==> config.mk <==
export PLATFORM = sky130hd
export DESIGN_NAME = sdram_cmd_issuer
export DESIGN_NICKNAME = d
export VERILOG_FILES = /design/src/rtl/sdram_pkg.sv /design/src/rtl/sdram_wait_timer.sv /design/src/rtl/sdram_cmd_issuer.sv
export SDC_FILE = /design/constraint.sdc
export NUM_CORES = 1
export LEC_CHECK = 0
export ABC_AREA = 1
export CORE_MARGIN = 8
export CORE_UTILIZATION = 44
export CTS_CLUSTER_SIZE = 12
export DETAILED_ROUTE_END_ITERATION = 10
export PLACE_DENSITY_LB_ADDON = 0.08
export SLEW_MARGIN = 30
export SYNTH_ARGS = -nofsm -noshare
export SYNTH_HDL_FRONTEND = slang
export SYNTH_SLANG_ARGS = --single-unit
==> constraint.sdc <==
create_clock -name clk -period 2.8 [get_ports clk]
set_clock_uncertainty 0.05 [all_clocks]
set_input_delay 0.42 -clock clk [delete_from_list [all_inputs] [get_ports clk]]
set_output_delay 0.42 -clock clk [all_outputs]
set_load 0.05 [all_outputs]
==> src/rtl/sdram_pkg.sv <==
// Shared types for the SDRAM command issuer: FSM state, latched request, row type.
package sdram_pkg;

  localparam int PKG_ROW_WIDTH = 14;
  localparam int PKG_COL_WIDTH = 10;
  localparam int PKG_BANK_BITS = 2;
  localparam int PKG_ID_WIDTH  = 4;

  typedef enum logic [2:0] {
    ST_IDLE,
    ST_DECIDE,
    ST_PRE_ISSUE,
    ST_PRE_WAIT,
    ST_ACT_ISSUE,
    ST_ACT_WAIT,
    ST_ACCESS,
    ST_AUTO_PRE
  } issuer_state_t;

  typedef logic [PKG_ROW_WIDTH-1:0] bank_row_t;

  typedef struct packed {
    logic                     write;
    logic [PKG_BANK_BITS-1:0] bank;
    bank_row_t                row;
    logic [PKG_COL_WIDTH-1:0] col;
    logic [PKG_ID_WIDTH-1:0]  id;
  } sdram_req_t;

  function automatic int timer_width(input int limit);
    return ($clog2(limit + 2) > 8) ? $clog2(limit + 2) : 8;
  endfunction

endpackage

==> src/rtl/sdram_wait_timer.sv <==
// Saturating wait counter; expired is high once the count has passed LIMIT.
module sdram_wait_timer
  import sdram_pkg::*;
#(
  parameter int LIMIT = 64,
  parameter int WIDTH = 8
) (
  input  logic clk,
  input  logic rst,
  input  logic clr_i,
  input  logic en_i,
  output logic expired_o
);

  logic [WIDTH-1:0] count_q;

  always_ff @(posedge clk or posedge rst) begin
    if (rst) begin
      count_q <= '0;
    end else if (clr_i) begin
      count_q <= '0;
    end else if (en_i && (count_q != '1)) begin
      count_q <= count_q + 1'b1;
    end
  end

  assign expired_o = (count_q > WIDTH'(LIMIT));

endmodule

==> src/rtl/sdram_cmd_issuer.sv <==
// One-request-at-a-time issuer: decides hit/closed/conflict, pulses precharge/activate, issues the access.
// Define SDRAM_CLOSED_PAGE_EN for closed-page policy (auto-precharge after every access).
module sdram_cmd_issuer
  import sdram_pkg::*;
#(
  parameter int ROW_WIDTH       = PKG_ROW_WIDTH,
  parameter int COL_WIDTH       = PKG_COL_WIDTH,
  parameter int NUM_GROUPS      = 2,
  parameter int BANKS_PER_GROUP = 2,
  parameter int BANKS           = NUM_GROUPS * BANKS_PER_GROUP,
  parameter int BANK_BITS       = $clog2(BANKS),
  parameter int ID_WIDTH        = PKG_ID_WIDTH,
  parameter int WAIT_LIMIT      = 64
) (
  input  logic                       clk,
  input  logic                       rst,
  input  logic                       req_valid,
  output logic                       req_ready,
  input  logic                       req_write,
  input  logic [BANK_BITS-1:0]       req_bank,
  input  logic [ROW_WIDTH-1:0]       req_row,
  input  logic [COL_WIDTH-1:0]       req_col,
  input  logic [ID_WIDTH-1:0]        req_id,
  input  logic [BANKS*ROW_WIDTH-1:0] bank_open_row,
  input  logic [BANKS-1:0]           bank_ready,
  input  logic [BANKS-1:0]           bank_active,
  input  logic [BANKS-1:0]           bank_blocked,
  output logic [BANKS-1:0]           precharge,
  output logic [BANKS-1:0]           activate,
  output logic [ROW_WIDTH-1:0]       row_address,
  output logic                       cmd_valid,
  input  logic                       cmd_ready,
  output logic                       cmd_write,
  output logic [BANK_BITS-1:0]       cmd_bank,
  output logic [ROW_WIDTH-1:0]       cmd_row,
  output logic [COL_WIDTH-1:0]       cmd_col,
  output logic [ID_WIDTH-1:0]        cmd_id,
  output logic                       row_hit,
  output logic                       timeout_err
);

  localparam int TMR_W = timer_width(WAIT_LIMIT);

  issuer_state_t          state_q;
  sdram_req_t             req_q;
  logic                   req_ready_q;
  logic [BANKS-1:0]       pre_q;
  logic [BANKS-1:0]       act_q;
  logic [ROW_WIDTH-1:0]   row_addr_q;
  logic                   cmd_valid_q;
  logic                   row_hit_q;
  logic                   timeout_q;
  logic                   tmr_clr_q;
  logic                   tmr_expired;

  logic                   blk;
  logic                   rdy;
  logic                   act_b;
  logic                   row_match;
  logic [BANKS-1:0]       bank_sel;
  bank_row_t              open_row;

  assign blk       = bank_blocked[req_q.bank];
  assign rdy       = bank_ready[req_q.bank];
  assign act_b     = bank_active[req_q.bank];
  assign open_row  = bank_open_row[int'(req_q.bank) * ROW_WIDTH +: ROW_WIDTH];
  assign row_match = (open_row == req_q.row);
  assign bank_sel  = BANKS'(1) << req_q.bank;

  sdram_wait_timer #(
    .LIMIT (WAIT_LIMIT),
    .WIDTH (TMR_W)
  ) u_wait_timer (
    .clk       (clk),
    .rst       (rst),
    .clr_i     (tmr_clr_q),
    .en_i      (state_q != ST_IDLE),
    .expired_o (tmr_expired)
  );

  // tmr_clr_q is high for exactly the first cycle of each wait state; the
  // PRE/ACT waits ignore that cycle because the tracker may raise blocked late.
  always_ff @(posedge clk or posedge rst) begin
    if (rst) begin
      state_q     <= ST_IDLE;
      req_q       <= '0;
      req_ready_q <= 1'b1;
      pre_q       <= '0;
      act_q       <= '0;
      row_addr_q  <= '0;
      cmd_valid_q <= 1'b0;
      row_hit_q   <= 1'b0;
      timeout_q   <= 1'b0;
      tmr_clr_q   <= 1'b0;
    end else begin
      row_hit_q <= 1'b0;
      tmr_clr_q <= 1'b0;
      timeout_q <= timeout_q | (tmr_expired & ~tmr_clr_q);
      case (state_q)
        ST_IDLE: begin
          if (req_valid && req_ready_q) begin
            req_q       <= '{write: req_write, bank: req_bank, row: req_row,
                             col: req_col, id: req_id};
            req_ready_q <= 1'b0;
            tmr_clr_q   <= 1'b1;
            state_q     <= ST_DECIDE;
          end
        end
        ST_DECIDE: begin
          if (!blk) begin
            if (act_b && rdy && row_match) begin
              row_hit_q   <= 1'b1;
              cmd_valid_q <= 1'b1;
              tmr_clr_q   <= 1'b1;
              state_q     <= ST_ACCESS;
            end else if (act_b) begin
              pre_q   <= bank_sel;
              state_q <= ST_PRE_ISSUE;
            end else begin
              act_q      <= bank_sel;
              row_addr_q <= req_q.row;
              state_q    <= ST_ACT_ISSUE;
            end
          end
        end
        ST_PRE_ISSUE: begin
          if (!blk) begin
            pre_q     <= '0;
            tmr_clr_q <= 1'b1;
            state_q   <= ST_PRE_WAIT;
          end
        end
        ST_PRE_WAIT: begin
          if (!tmr_clr_q && rdy && !blk) begin
            act_q      <= bank_sel;
            row_addr_q <= req_q.row;
            state_q    <= ST_ACT_ISSUE;
          end
        end
        ST_ACT_ISSUE: begin
          if (!blk) begin
            act_q      <= '0;
            row_addr_q <= '0;
            tmr_clr_q  <= 1'b1;
            state_q    <= ST_ACT_WAIT;
          end
        end
        ST_ACT_WAIT: begin
          if (!tmr_clr_q && rdy && !blk) begin
            cmd_valid_q <= 1'b1;
            tmr_clr_q   <= 1'b1;
            state_q     <= ST_ACCESS;
          end
        end
        ST_ACCESS: begin
          if (cmd_ready) begin
            cmd_valid_q <= 1'b0;
`ifdef SDRAM_CLOSED_PAGE_EN
            pre_q       <= bank_sel;
            tmr_clr_q   <= 1'b1;
            state_q     <= ST_AUTO_PRE;
`else
            req_ready_q <= 1'b1;
            state_q     <= ST_IDLE;
`endif
          end
        end
`ifdef SDRAM_CLOSED_PAGE_EN
        ST_AUTO_PRE: begin
          if (!blk) begin
            pre_q       <= '0;
            req_ready_q <= 1'b1;
            state_q     <= ST_IDLE;
          end
        end
`endif
        default: begin
          state_q <= ST_IDLE;
        end
      endcase
    end
  end

  // A held pulse is masked while the bank is blocked, so it reaches the
  // tracker in exactly one unblocked cycle.
  assign precharge   = pre_q & ~bank_blocked;
  assign activate    = act_q & ~bank_blocked;
  assign row_address = row_addr_q;
  assign req_ready   = req_ready_q;
  assign cmd_valid   = cmd_valid_q;
  assign cmd_write   = req_q.write;
  assign cmd_bank    = req_q.bank;
  assign cmd_row     = req_q.row;
  assign cmd_col     = req_q.col;
  assign cmd_id      = req_q.id;
  assign row_hit     = row_hit_q;
  assign timeout_err = timeout_q;

endmodule

==> results of run 1 <==
## synth_stat cells, drive strengths merged, types with 2 or more instances
master	count
a21oi	7
ha	2
o21ai	47
a31oi	3
nand4	2
nand3	27
buf	12
inv	50
nand2	310
clkbuf	9
nor3	7
nor2	35
dfrtp	68
## critical path: cells and delay by family
kind          cells  cell delay (ns)
buf+inv           2             1.29
simple gates      1             0.14
## power by group through the flow
stage | logic, mW | registers, mW | clock network [mW]
finish | 4.53 | 1.79 | 0.682
global route | 4.97 | 1.85 | 0.745
CTS | 4.57 | 1.79 | 0.707
detailed placement | 4.56 | 1.80 | 0
global placement | 4.50 | 1.79 | 0
floorplan | 2.24 | 2.78 | 0
## logic make-up after synthesis
group	after synthesis	share of synthesized area, %
compound gates	62	10.5
fa+ha+maj	2	0.615
buf+inv	72	8.15
flops	69	42.5
simple gates	382	38.2
## per-layer routing
metal	global-route usage [%]	wire length, um	up-vias	share of wire (%)
li1	-	-	2126	-
met3	8.75	1180	16	9.5
met4	5.76	197	0	1.6
met1	23.8	5420	1872	43
met5	0	0	-	0
met2	32.3	5670	149	45
## sequential cells by signal, indices dropped and copies added, names as in the netlist
name	cells
cmd_valid	1
cmd_row	14
req_ready	1
row_address	14
row_hit	1
act_q	4
pre_q	4
u_wait_timer.count_q	8
cmd_write	1
cmd_bank	2
cmd_id	4
cmd_col	10
timeout_err	1
state_q	3
tmr_clr_q	1
## layout by cell type, fill, tap and decap left out, drive strengths merged, types with 2 or more instances in the layout
cell type      instances
nand2                310
clkdlybuf4s50        158
dfrtp                 68
inv                   50
o21ai                 47
nor2                  35
nand3                 27
clkbuf                11
a21oi                  7
nor3                   7
buf                    7
clkinv                 6
a31oi                  3
nand4                  2
ha                     2
## metrics by stage
| stage | setup slack [ns] | area [um^2] | power (mW) | hold slack [ns] |
|---|---|---|---|---|
| floorplan | 0.592 | 4070 | 5.02 | 0.403 |
| global placement | 0.498 | 5740 | 6.29 | 0.404 |
| detailed placement | 0.473 | 5740 | 6.36 | 0.408 |
| CTS | 0.485 | 5900 | 7.07 | 0.305 |
| global route | 0.305 | 5900 | 7.56 | 0.328 |
| finish | 0.487 | 5900 | 7.00 | 0.309 |
## worst paths after layout
kind,start,endpoint,slack [ns]
min in group clk,timeout_err,timeout_err,0.42
worst max-delay path,bank_blocked[0],activate[0],0.49
worst min register to register,timeout_err,timeout_err,0.42
max in group asynchronous,rst,req_ready,1.75
worst min-delay path,rst,cmd_id[0],0.31
worst max register to register,cmd_bank[0],pre_q[1],0.56
## area by class of cell
type | count | area share [%]
clock buffers | 11 | 2.23
clock inverters | 5 | 0.488
inverters | 51 | 3.29
multi-input cells | 446 | 34.2
flip-flops and latches | 69 | 29.3
well taps | 111 | 2.36
repair buffers | 165 | 28.1
==> summary.md, run 1 <==
| Metric | Value |
|---|---|
| Antenna-violating nets left | `0` |
| Max Root-Sink Buffers | `2` |
| Switching Share | `roughly 54%` |
| TritonCTS Sinks | `~70` |
| Clock power share | `9.7%` |
| Tcrit/Tclk final | `82.6%` |
| H-tree depth reported by CTS | `3` |
| Net Sw Power | `between 3 and 4 mW` |
| Yosys cell types | `30` |
| Hold-fix buffers at CTS | `0` |
| Power Density | `around 1200 mW/mm^2` |
| Post-synth EDFFs | `0` |
| DR vias | `between 4k and 5k` |
| Die Width | `~110 um` |
| Internal | `about 3.2 mW` |
| CTS Root Cell | `clkbuf_8` |
| Syn Std Cell Area | `a little over 0.004 mm^2` |
| CP Cell Sequence | `clkdlybuf4s50_1 -> nor2_1 -> clkdlybuf4s50_1` |
| Final Net Count | `between 800 and 900` |
| Util after Layout | `between 60 and 70%` |
| Final setup vio count | `0` |
| CTS clock-pin slew for the worst setup and hold paths | `0.08 ns` |
| Largest net degree at the start of global routing | `55` |
| Multi-input logic area | `around 0.0020 mm^2` |
| Max Clk Rate | `about 0.43 GHz` |
| RSZ-0062 raised after global routing | `false` |
| Synthesized area per cell | `6.93 um^2` |
| Grt ovf | `0` |
| Yosys reg bits | `between 60 and 70` |
| Maximum fanout along the worst path | `3` |
| CP max stage cell | `clkdlybuf4s50_1` |
| Count of pins over their slew limit | `0` |
| Initial antenna violation count | `0` |
| Prevailing post-synth register cell | `dfrtp_1` |
| Setup TNS | `0 ns` |
| Post-layout min period | `around 2.3 ns` |
| CP Class | `primary input to output port` |
| Post-CTS resize count | `0` |
| CORE AREA | `0.00911 mm^2` |
| Drt total wl | `~12 mm` |
| CP peak stage delay | `slightly above 0.8 ns` |
| Initial DRC Count | `229` |
| DP Cell Count | `about 840` |
| Ys async rst share | `between 90% and 100%` |
| Logic pwr share | `roughly 65%` |
| Ports | `160` |
| Fill cell count | `851` |
| Largest cells by area after synthesis | `dfrtp_1 42%, nand2_1 27%, inv_1 4.4%, o21ai_2 3.9%, o21ai_0 3.6%` |
| Number of CTS-inserted buffers | `9` |
| Status | `finished, final reports clean` |
| CP Data Arrival Time | `around 1.8 ns` |
| Die area | `roughly 0.013 mm^2` |
| Slew HR | `a little under two thirds` |
| Post-CTS Setup Bufs | `0` |
| First-pass GRT wire length | `20.4 mm` |
| CTS tree | `built` |
| R2r worst-path depth | `12` |
| Critical Path Start Type | `primary input` |
| Pleak | `roughly 2.9 nW` |
| Router iterations before antenna repair | `5` |
| Critical Path RT | `~2.3 ns` |
| Layout cells sized above 1 | `9.37%` |
| Leading area contributor after synthesis | `dfrtp_1` |
| Total number of yosys warnings | `0` |
| Post-Syn Nets | `692` |
| Overall routing resource usage | `between 20% and 30%` |
| Starting Density | `approximately 45%` |
| I/O Buffers | `approximately 160` |
| DRC violations left | `0` |
| GP Congestion | `roughly 0.9` |
| Placed wire-length estimate | `between 9 and 10 mm` |
| Post-synthesis sequential area ratio | `between 40 and 50%` |
| Final Non-Filler Cells | `approximately 860` |
| Worst hold path class | `primary input to async pin` |
| Vias in the first global route | `~4.2k` |
| Ant. Diodes | `0` |
| FF+latch area | `between 0.0015 and 0.002 mm^2` |
| Top-area cell type share of the netlist area | `a little over two fifths` |
| Sequential share of power | `around 26%` |
| Crit path top cell by count | `clkdlybuf4s50_1` |
| Wirelength per Cell | `14.5 um` |
| Final Hold Fails | `0` |
| Row cnt | `35` |
| Worst-Skew Late Latency | `0.34 ns` |
| Die H | `roughly 110 um` |
| Via/cell ratio | `~4.9` |
| Worst VDD drop | `~660 uV` |
| Max-Cap Viols | `0` |
| Area growth syn-to-layout | `44.9%` |
| Syn Inst Count | `just under 600` |
| CP endpoint kind | `output port` |
| Worst slew pin tran | `roughly 0.54 ns` |
No activity file was read; power rests on OpenSTA's default activity.
==> run 2: changes to the inputs <==
clock period = 2.2 ns   (was 2.8 ns; I/O delays follow)
==> run 2 against run 1 <==
Design area increased by 4.4%. First-iteration DRC count grew 0.87%. Largest cell class unchanged. Largest power group unchanged. Power rose by 36%. Wire length increased by 2.4%. Clock-buffer cell count is the same. Core utilization is 2.8 points higher. Highest routed layer unchanged. Combinational power increased by 34%.
==> summary.md, run 2 (synthesis results as in run 1) <==
| Metric | Value |
|---|---|
| Status | `finished, final reports clean (unchanged)` |
| Worst hold path class | `primary input to async pin (unchanged)` |
| Vias in the first global route | `4300 (was 4235)` |
| Antenna-violating nets left | `0 (unchanged)` |
| Die area | `0.0126 mm^2 (unchanged)` |
| Pre-CTS setup slack | `-0.0122 ns (was 0.473 ns)` |
| Row cnt | `35 (unchanged)` |
| H-tree depth reported by CTS | `3 (unchanged)` |
| Multi-input logic area | `0.00203 mm^2 (was 0.00202 mm^2)` |
| Max Root-Sink Buffers | `2 (unchanged)` |
| Initial DRC Count | `231 (was 229)` |
| Initial antenna violation count | `0 (unchanged)` |
| Slew HR | `63.3% (was 63.9%)` |
| Wirelength per Cell | `14.8 um (was 14.5 um)` |
| Placed wire-length estimate | `10.1 mm (was 9.86 mm)` |
| Power Density | `1550 mW/mm^2 (was 1190 mW/mm^2)` |
| Largest net degree at the start of global routing | `48 (was 55)` |
| Worst VDD drop | `800 uV (was 661 uV)` |
| RSZ-0062 raised after global routing | `false (unchanged)` |
| Final Hold Fails | `0 (unchanged)` |
| GP Congestion | `0.896 (was 0.902)` |
| Pleak | `3.00 nW (was 2.90 nW)` |
| Switching Share | `51.9% (was 53.7%)` |
| WHS | `0.260 ns (was 0.309 ns)` |
| DR vias | `4214 (was 4163)` |
| Tcrit/Tclk final | `94.9%` |
| Non-Filler Cell Area, Final | `0.00615 mm^2 (was 0.00590 mm^2)` |
| CTS Root Cell | `clkbuf_8 (unchanged)` |
| Cell family with the largest share of critical-path delay | `buffers and inverters (unchanged)` |
| Final Net Count | `852 (was 847)` |
| Worst Path Buf+Inv | `1 (was 2)` |
| Die Width | `112 um (unchanged)` |
| Ports | `160 (unchanged)` |
| Max-Cap Viols | `0 (unchanged)` |
| TritonCTS Sinks | `69 (unchanged)` |
| Crit Reg-Reg Endpoint | `act_q[0] (was pre_q[1])` |
| Hold-fix buffers at CTS | `0 (unchanged)` |
| Number of CTS-inserted buffers | `9 (unchanged)` |
| Final setup vio count | `0 (unchanged)` |
| Max Clk Rate | `between 0.4 and 0.5 GHz` |
| Critical Path RT | `1.82 ns (was 2.33 ns)` |
| CP Class | `register to output port (was primary input to output port)` |
| Via/cell ratio | `4.88 (was 4.85)` |
| Dpl cell area | `0.00590 mm^2 (was 0.00574 mm^2)` |
| Layout cells sized above 1 | `11.8% (was 9.37%)` |
| Internal | `4.58 mW (was 3.24 mW)` |
| Ant. Diodes | `0 (unchanged)` |
| Overall routing resource usage | `20.5% (was 20.1%)` |
| Drt total wl | `12.8 mm (was 12.5 mm)` |
| CP peak stage delay | `0.81 ns (was 0.82 ns)` |
| CTS tree | `built (unchanged)` |
| Critical Path Start Type | `register (was primary input)` |
| Count of pins over their slew limit | `0 (unchanged)` |
| CTS clock-pin slew for the worst setup and hold paths | `0.08 ns (about the same)` |
| Fill cell count | `830 (was 851)` |
| Router iterations before antenna repair | `7 (was 5)` |
| Worst-Skew Late Latency | `0.35 ns (was 0.34 ns)` |
| DRC violations left | `0 (unchanged)` |
| CP endpoint kind | `output port (unchanged)` |
| Sequential share of power | `24.0% (was 25.6%)` |
| Most frequent cells in the layout | `293 x nand2_1, 149 x clkdlybuf4s50_1, 66 x dfrtp_1 (was 294 x nand2_1, 158 x clkdlybuf4s50_1, 68 x dfrtp_1)` |
| R2r worst-path depth | `10 (was 12)` |
| Post-CTS Setup Bufs | `0 (unchanged)` |
| First-pass GRT wire length | `20.9 mm (was 20.4 mm)` |
| FF-to-FF setup slack | `0.16 ns (was 0.56 ns)` |
| CP Data Arrival Time | `1.71 ns (was 1.84 ns)` |
| Area growth syn-to-layout | `51.3% (was 44.9%)` |
| Die H | `112 um (unchanged)` |
| Maximum fanout along the worst path | `3 (unchanged)` |
| Worst slew pin tran | `0.549 ns (was 0.540 ns)` |
| Starting Density | `44.7% (unchanged)` |
| Logic pwr share | `63.6% (was 64.7%)` |
| Clock power share | `12.4% (was 9.7%)` |
| CP Cell Sequence | `clkdlybuf4s50_1 (was clkdlybuf4s50_1 -> nor2_1 -> clkdlybuf4s50_1)` |
| Final setup margin | `0.111 ns (was 0.487 ns)` |
| Post-layout min period | `2.09 ns` |
| Net Sw Power | `4.94 mW (was 3.76 mW)` |
| CP max stage cell | `clkdlybuf4s50_1 (unchanged)` |
| CORE AREA | `0.00911 mm^2 (unchanged)` |
| Critical R2R Launch | `cmd_bank[0] (unchanged)` |
| I/O Buffers | `159 (unchanged)` |
| Grt ovf | `0 (unchanged)` |
| Commonest non-fill, non-tap cell in the layout | `nand2_1 (unchanged)` |
| FF+latch area | `0.00173 mm^2 (about the same)` |
-- run 2: power by group through the flow --
stage	Sequential (mW)	Clock, mW	Combinational, mW
floorplan	3.54	0	2.85
global placement	2.27	0	5.93
detailed placement	2.29	0	6.04
CTS	2.27	1.21	6.05
global route	2.36	1.25	6.61
finish	2.29	1.18	6.05
-- run 2: cell type report --
cell class                 count  area share [%]
clock inverter                 5            1.36
multi-input combinational    446            33.0
inverter                      51            3.19
sequential                    69            28.1
clock buffer                  11            2.30
tap                          111            2.26
timing repair buffer         170            29.8
-- run 2: per-stage QoR --
step           util, %  setup TNS, ns  power, mW  instances
6_report          67.6              0       9.52        863
5_1_grt           67.6              0       10.2        863
4_1_cts           67.3              0       9.53        863
3_5_place_dp      64.8        -0.0143       8.32        847
3_3_place_gp      64.8              0       8.20        847
2_1_floorplan        -              0       6.40        587
-- run 2: what timing repair did --
| item | 4_1_cts | 5_1_grt |
|---|---|---|
| gates resized for setup | 0 | 9 |
| endpoints found under the setup margin | 0 | 27 |
| hold endpoints to repair | 0 | 0 |
-- run 2: how the worst max path moves through the flow --
stage	from	to	slack, ns	depth (start not counted)
finish	req_ready	req_ready	0.11	1
global route	cmd_bank[0]	state_q[2]	0.006	10
CTS	cmd_bank[1]	pre_q[2]	0.07	12
detailed placement	bank_blocked[3]	act_q[0]	-0.01	10
global placement	bank_blocked[1]	row_address[10]	0.08	10
floorplan	rst	act_q[0]	0.08	1
-- run 2: routing by layer --
layer	part of all wire, %	GRT usage [%]	vias to the layer above
li1	-	-	2137
met1	44	25.0	1917
met2	46	33.1	144
met3	7.9	6.39	16
met4	1.8	7.64	0
met5	0	0	-
==> run 3: changes to the inputs <==
clock period = 2.1 ns   (was 2.2 ns; I/O delays follow)
==> run 3 against run 2 <==
Critical path depth stayed put. Sequential share of layout area is 0.44 points lower. Final cell count is 1.7% higher. Wire length is 0.70% higher. Register-to-register slack worse by 0.04 ns. Largest power group unchanged.
==> summary.md, run 3 (synthesis results as in run 1) <==
| Metric | Value |
|---|---|
| Status | `finished, final reports clean (unchanged)` |
| Worst-Skew Late Latency | `0.35 ns (about the same)` |
| Worst Path Buf+Inv | `1 (unchanged)` |
| Die Width | `112 um (unchanged)` |
| Layout cells sized above 1 | `14.1% (was 11.8%)` |
| Util after Layout | `68.6% (was 67.6%)` |
| Die area | `0.0126 mm^2 (unchanged)` |
| CP Cell Sequence | `clkdlybuf4s50_1 (unchanged)` |
| CTS tree | `built (unchanged)` |
| Starting Density | `44.7% (unchanged)` |
| Net Sw Power | `5.21 mW (was 4.94 mW)` |
| Crit Reg-Reg Endpoint | `row_address[10] (was act_q[0])` |
| CP max stage cell | `clkdlybuf4s50_1 (unchanged)` |
| Max Clk Rate | `between 0.4 and 0.5 GHz` |
| Maximum fanout along the worst path | `4 (was 3)` |
| CTS Root Cell | `clkbuf_8 (unchanged)` |
| I/O Buffers | `159 (unchanged)` |
| Via/cell ratio | `4.80 (was 4.88)` |
| Vias in the first global route | `4304 (was 4300)` |
| Slew HR | `64.1% (was 63.3%)` |
| Final Net Count | `866 (was 852)` |
| Critical Path RT | `1.74 ns (was 1.82 ns)` |
| Commonest non-fill, non-tap cell in the layout | `nand2_1 (unchanged)` |
| Critical Path Start Type | `register (unchanged)` |
| CORE AREA | `0.00911 mm^2 (unchanged)` |
| Largest net degree at the start of global routing | `70 (was 48)` |
| Most frequent cells in the layout | `292 x nand2_1, 147 x clkdlybuf4s50_1, 67 x dfrtp_1 (was 293 x nand2_1, 149 x clkdlybuf4s50_1, 66 x dfrtp_1)` |
| CP Data Arrival Time | `1.68 ns (was 1.71 ns)` |
| Die H | `112 um (unchanged)` |
| Max-Cap Viols | `0 (unchanged)` |
| Cell family with the largest share of critical-path delay | `buffers and inverters (unchanged)` |
| Internal | `4.80 mW (was 4.58 mW)` |
| CP endpoint kind | `output port (unchanged)` |
| R2r worst-path depth | `10 (unchanged)` |
| Ports | `160 (unchanged)` |
| CP Class | `register to output port (unchanged)` |
| Worst slew pin tran | `0.537 ns (was 0.549 ns)` |
| Power Density | `1600 mW/mm^2 (was 1550 mW/mm^2)` |
| Final setup vio count | `0 (unchanged)` |
| Logic pwr share | `65.1% (was 63.6%)` |
| H-tree depth reported by CTS | `3 (unchanged)` |
| Post-layout min period | `~2 ns` |
| Critical R2R Launch | `cmd_bank[0] (unchanged)` |
| Max Root-Sink Buffers | `2 (unchanged)` |
| Pleak | `3.08 nW (was 3.00 nW)` |
| Worst VDD drop | `881 uV (was 800 uV)` |
| Switching Share | `52.0% (was 51.9%)` |
| Final Hold Fails | `0 (unchanged)` |
| Clock power share | `11.0% (was 12.4%)` |
| Router iterations before antenna repair | `4 (was 7)` |
| TritonCTS Sinks | `69 (unchanged)` |
| Drt total wl | `12.9 mm (was 12.8 mm)` |
| Initial DRC Count | `211 (was 231)` |
| CP peak stage delay | `0.88 ns (was 0.81 ns)` |
| Row cnt | `35 (unchanged)` |
| Number of CTS-inserted buffers | `9 (unchanged)` |
| DRC violations left | `0 (unchanged)` |
| Placed wire-length estimate | `10.2 mm (was 10.1 mm)` |
| Fill cell count | `791 (was 830)` |
| GP Congestion | `0.873 (was 0.896)` |
| Area growth syn-to-layout | `53.6% (was 51.3%)` |
| First-pass GRT wire length | `21.0 mm (was 20.9 mm)` |
| Wirelength per Cell | `14.6 um (was 14.8 um)` |
| CTS clock-pin slew for the worst setup and hold paths | `0.08 ns (about the same)` |
| Initial antenna violation count | `1 (was 0)` |
| DR vias | `4214 (unchanged)` |
| Hold-fix buffers at CTS | `0 (unchanged)` |
| Overall routing resource usage | `20.6% (was 20.5%)` |
| Sequential share of power | `23.9% (was 24.0%)` |
| FF-to-FF setup slack | `0.12 ns (was 0.16 ns)` |
| Antenna-violating nets left | `0 (unchanged)` |
| RSZ-0062 raised after global routing | `true (was false)` |
| Count of pins over their slew limit | `0 (unchanged)` |
| Grt ovf | `0 (unchanged)` |
| WHS | `0.355 ns (was 0.260 ns)` |
| Tcrit/Tclk final | `97.3%` |
| Worst hold path class | `primary input to async pin (unchanged)` |
## run 3: changes by cell type in the layout (fill, tap and decap cells not counted), sizes merged
cell	previous run	this run
buf	21	37
clkinv	1	5
clkbuf	11	9
clkdlybuf4s50	149	147
bufinv	2	1
diode	0	1
inv	51	50
## run 3: how the worst max path moves through the flow
| stage | startpoint | end | slack (ns) | depth (start not counted) |
|---|---|---|---|---|
| 2_1_floorplan | cmd_bank[0] | row_address[13] | -0.02 | 11 |
| 3_3_place_gp | bank_active[1] | pre_q[3] | -0.11 | 12 |
| 3_5_place_dp | bank_active[1] | pre_q[3] | -0.14 | 12 |
| 4_1_cts | cmd_bank[0] | cmd_valid | 0.003 | 15 |
| 5_1_grt | cmd_bank[0] | row_address[10] | -0.03 | 10 |
| 6_report | cmd_row[12] | cmd_row[12] | 0.06 | 1 |
## run 3: area by class of cell
class / count / area (um^2) / area share (%)
Timing Repair Buffer: 184 / 1930 / 30.9
Antenna cell: 1 / 2.50 / 0.0400
Tap cell: 111 / 139 / 2.22
Sequential cell: 69 / 1730 / 27.7
Multi-Input combinational cell: 446 / 2050 / 32.8
Inverter: 51 / 200 / 3.20
Clock buffer: 9 / 124 / 1.98
Clock inverter: 7 / 73.8 / 1.18
## run 3: per-stage QoR
step           total power, mW  instance area (um^2)  setup TNS [ns]  cells  setup slack, ns
3_5_place_dp              8.82                  5970          -0.737    856           -0.144
4_1_cts                   9.97                  6180               0    872          0.00290
3_3_place_gp              8.71                  5970          -0.535    856           -0.110
2_1_floorplan             6.70                  4070          -0.211    587          -0.0188
6_report                  10.0                  6250               0    878           0.0567
5_1_grt                   10.7                  6250         -0.0754    878          -0.0268
## run 3: per-layer routing
metal  global-route usage, %  share of wire (%)  vias up  routed length, um
met4                    7.01                1.5        0                193
met2                    34.4                 47      144               5990
met5                       0                  0        -                  0
li1                        -                  -     2171                  -
met3                    7.30                9.3       16               1200
met1                    24.1                 43     1883               5470
## run 3: power groups by stage
stage	Combinational [mW]	Clock, mW	Sequential (mW)
6_report	6.52	1.10	2.39
5_1_grt	7.10	1.17	2.46
4_1_cts	6.46	1.12	2.39
3_5_place_dp	6.41	0	2.41
3_3_place_gp	6.32	0	2.39
2_1_floorplan	2.99	0	3.71
## run 3: tightest hold or removal path, stage by stage
cell	delay (ns)
clkdlybuf4s50_1	0.44
clkinvlp_4	0.10
buf_12	0.31
## run 3: what timing repair did
| action | CTS | global route |
|---|---|---|
| hold endpoints to repair | 0 | 0 |
| pin swaps | 1 | 5 |
| gates resized for setup | 4 | 8 |
| endpoints found under the setup margin | 7 | 28 |
| setup buffers | 0 | 5 |
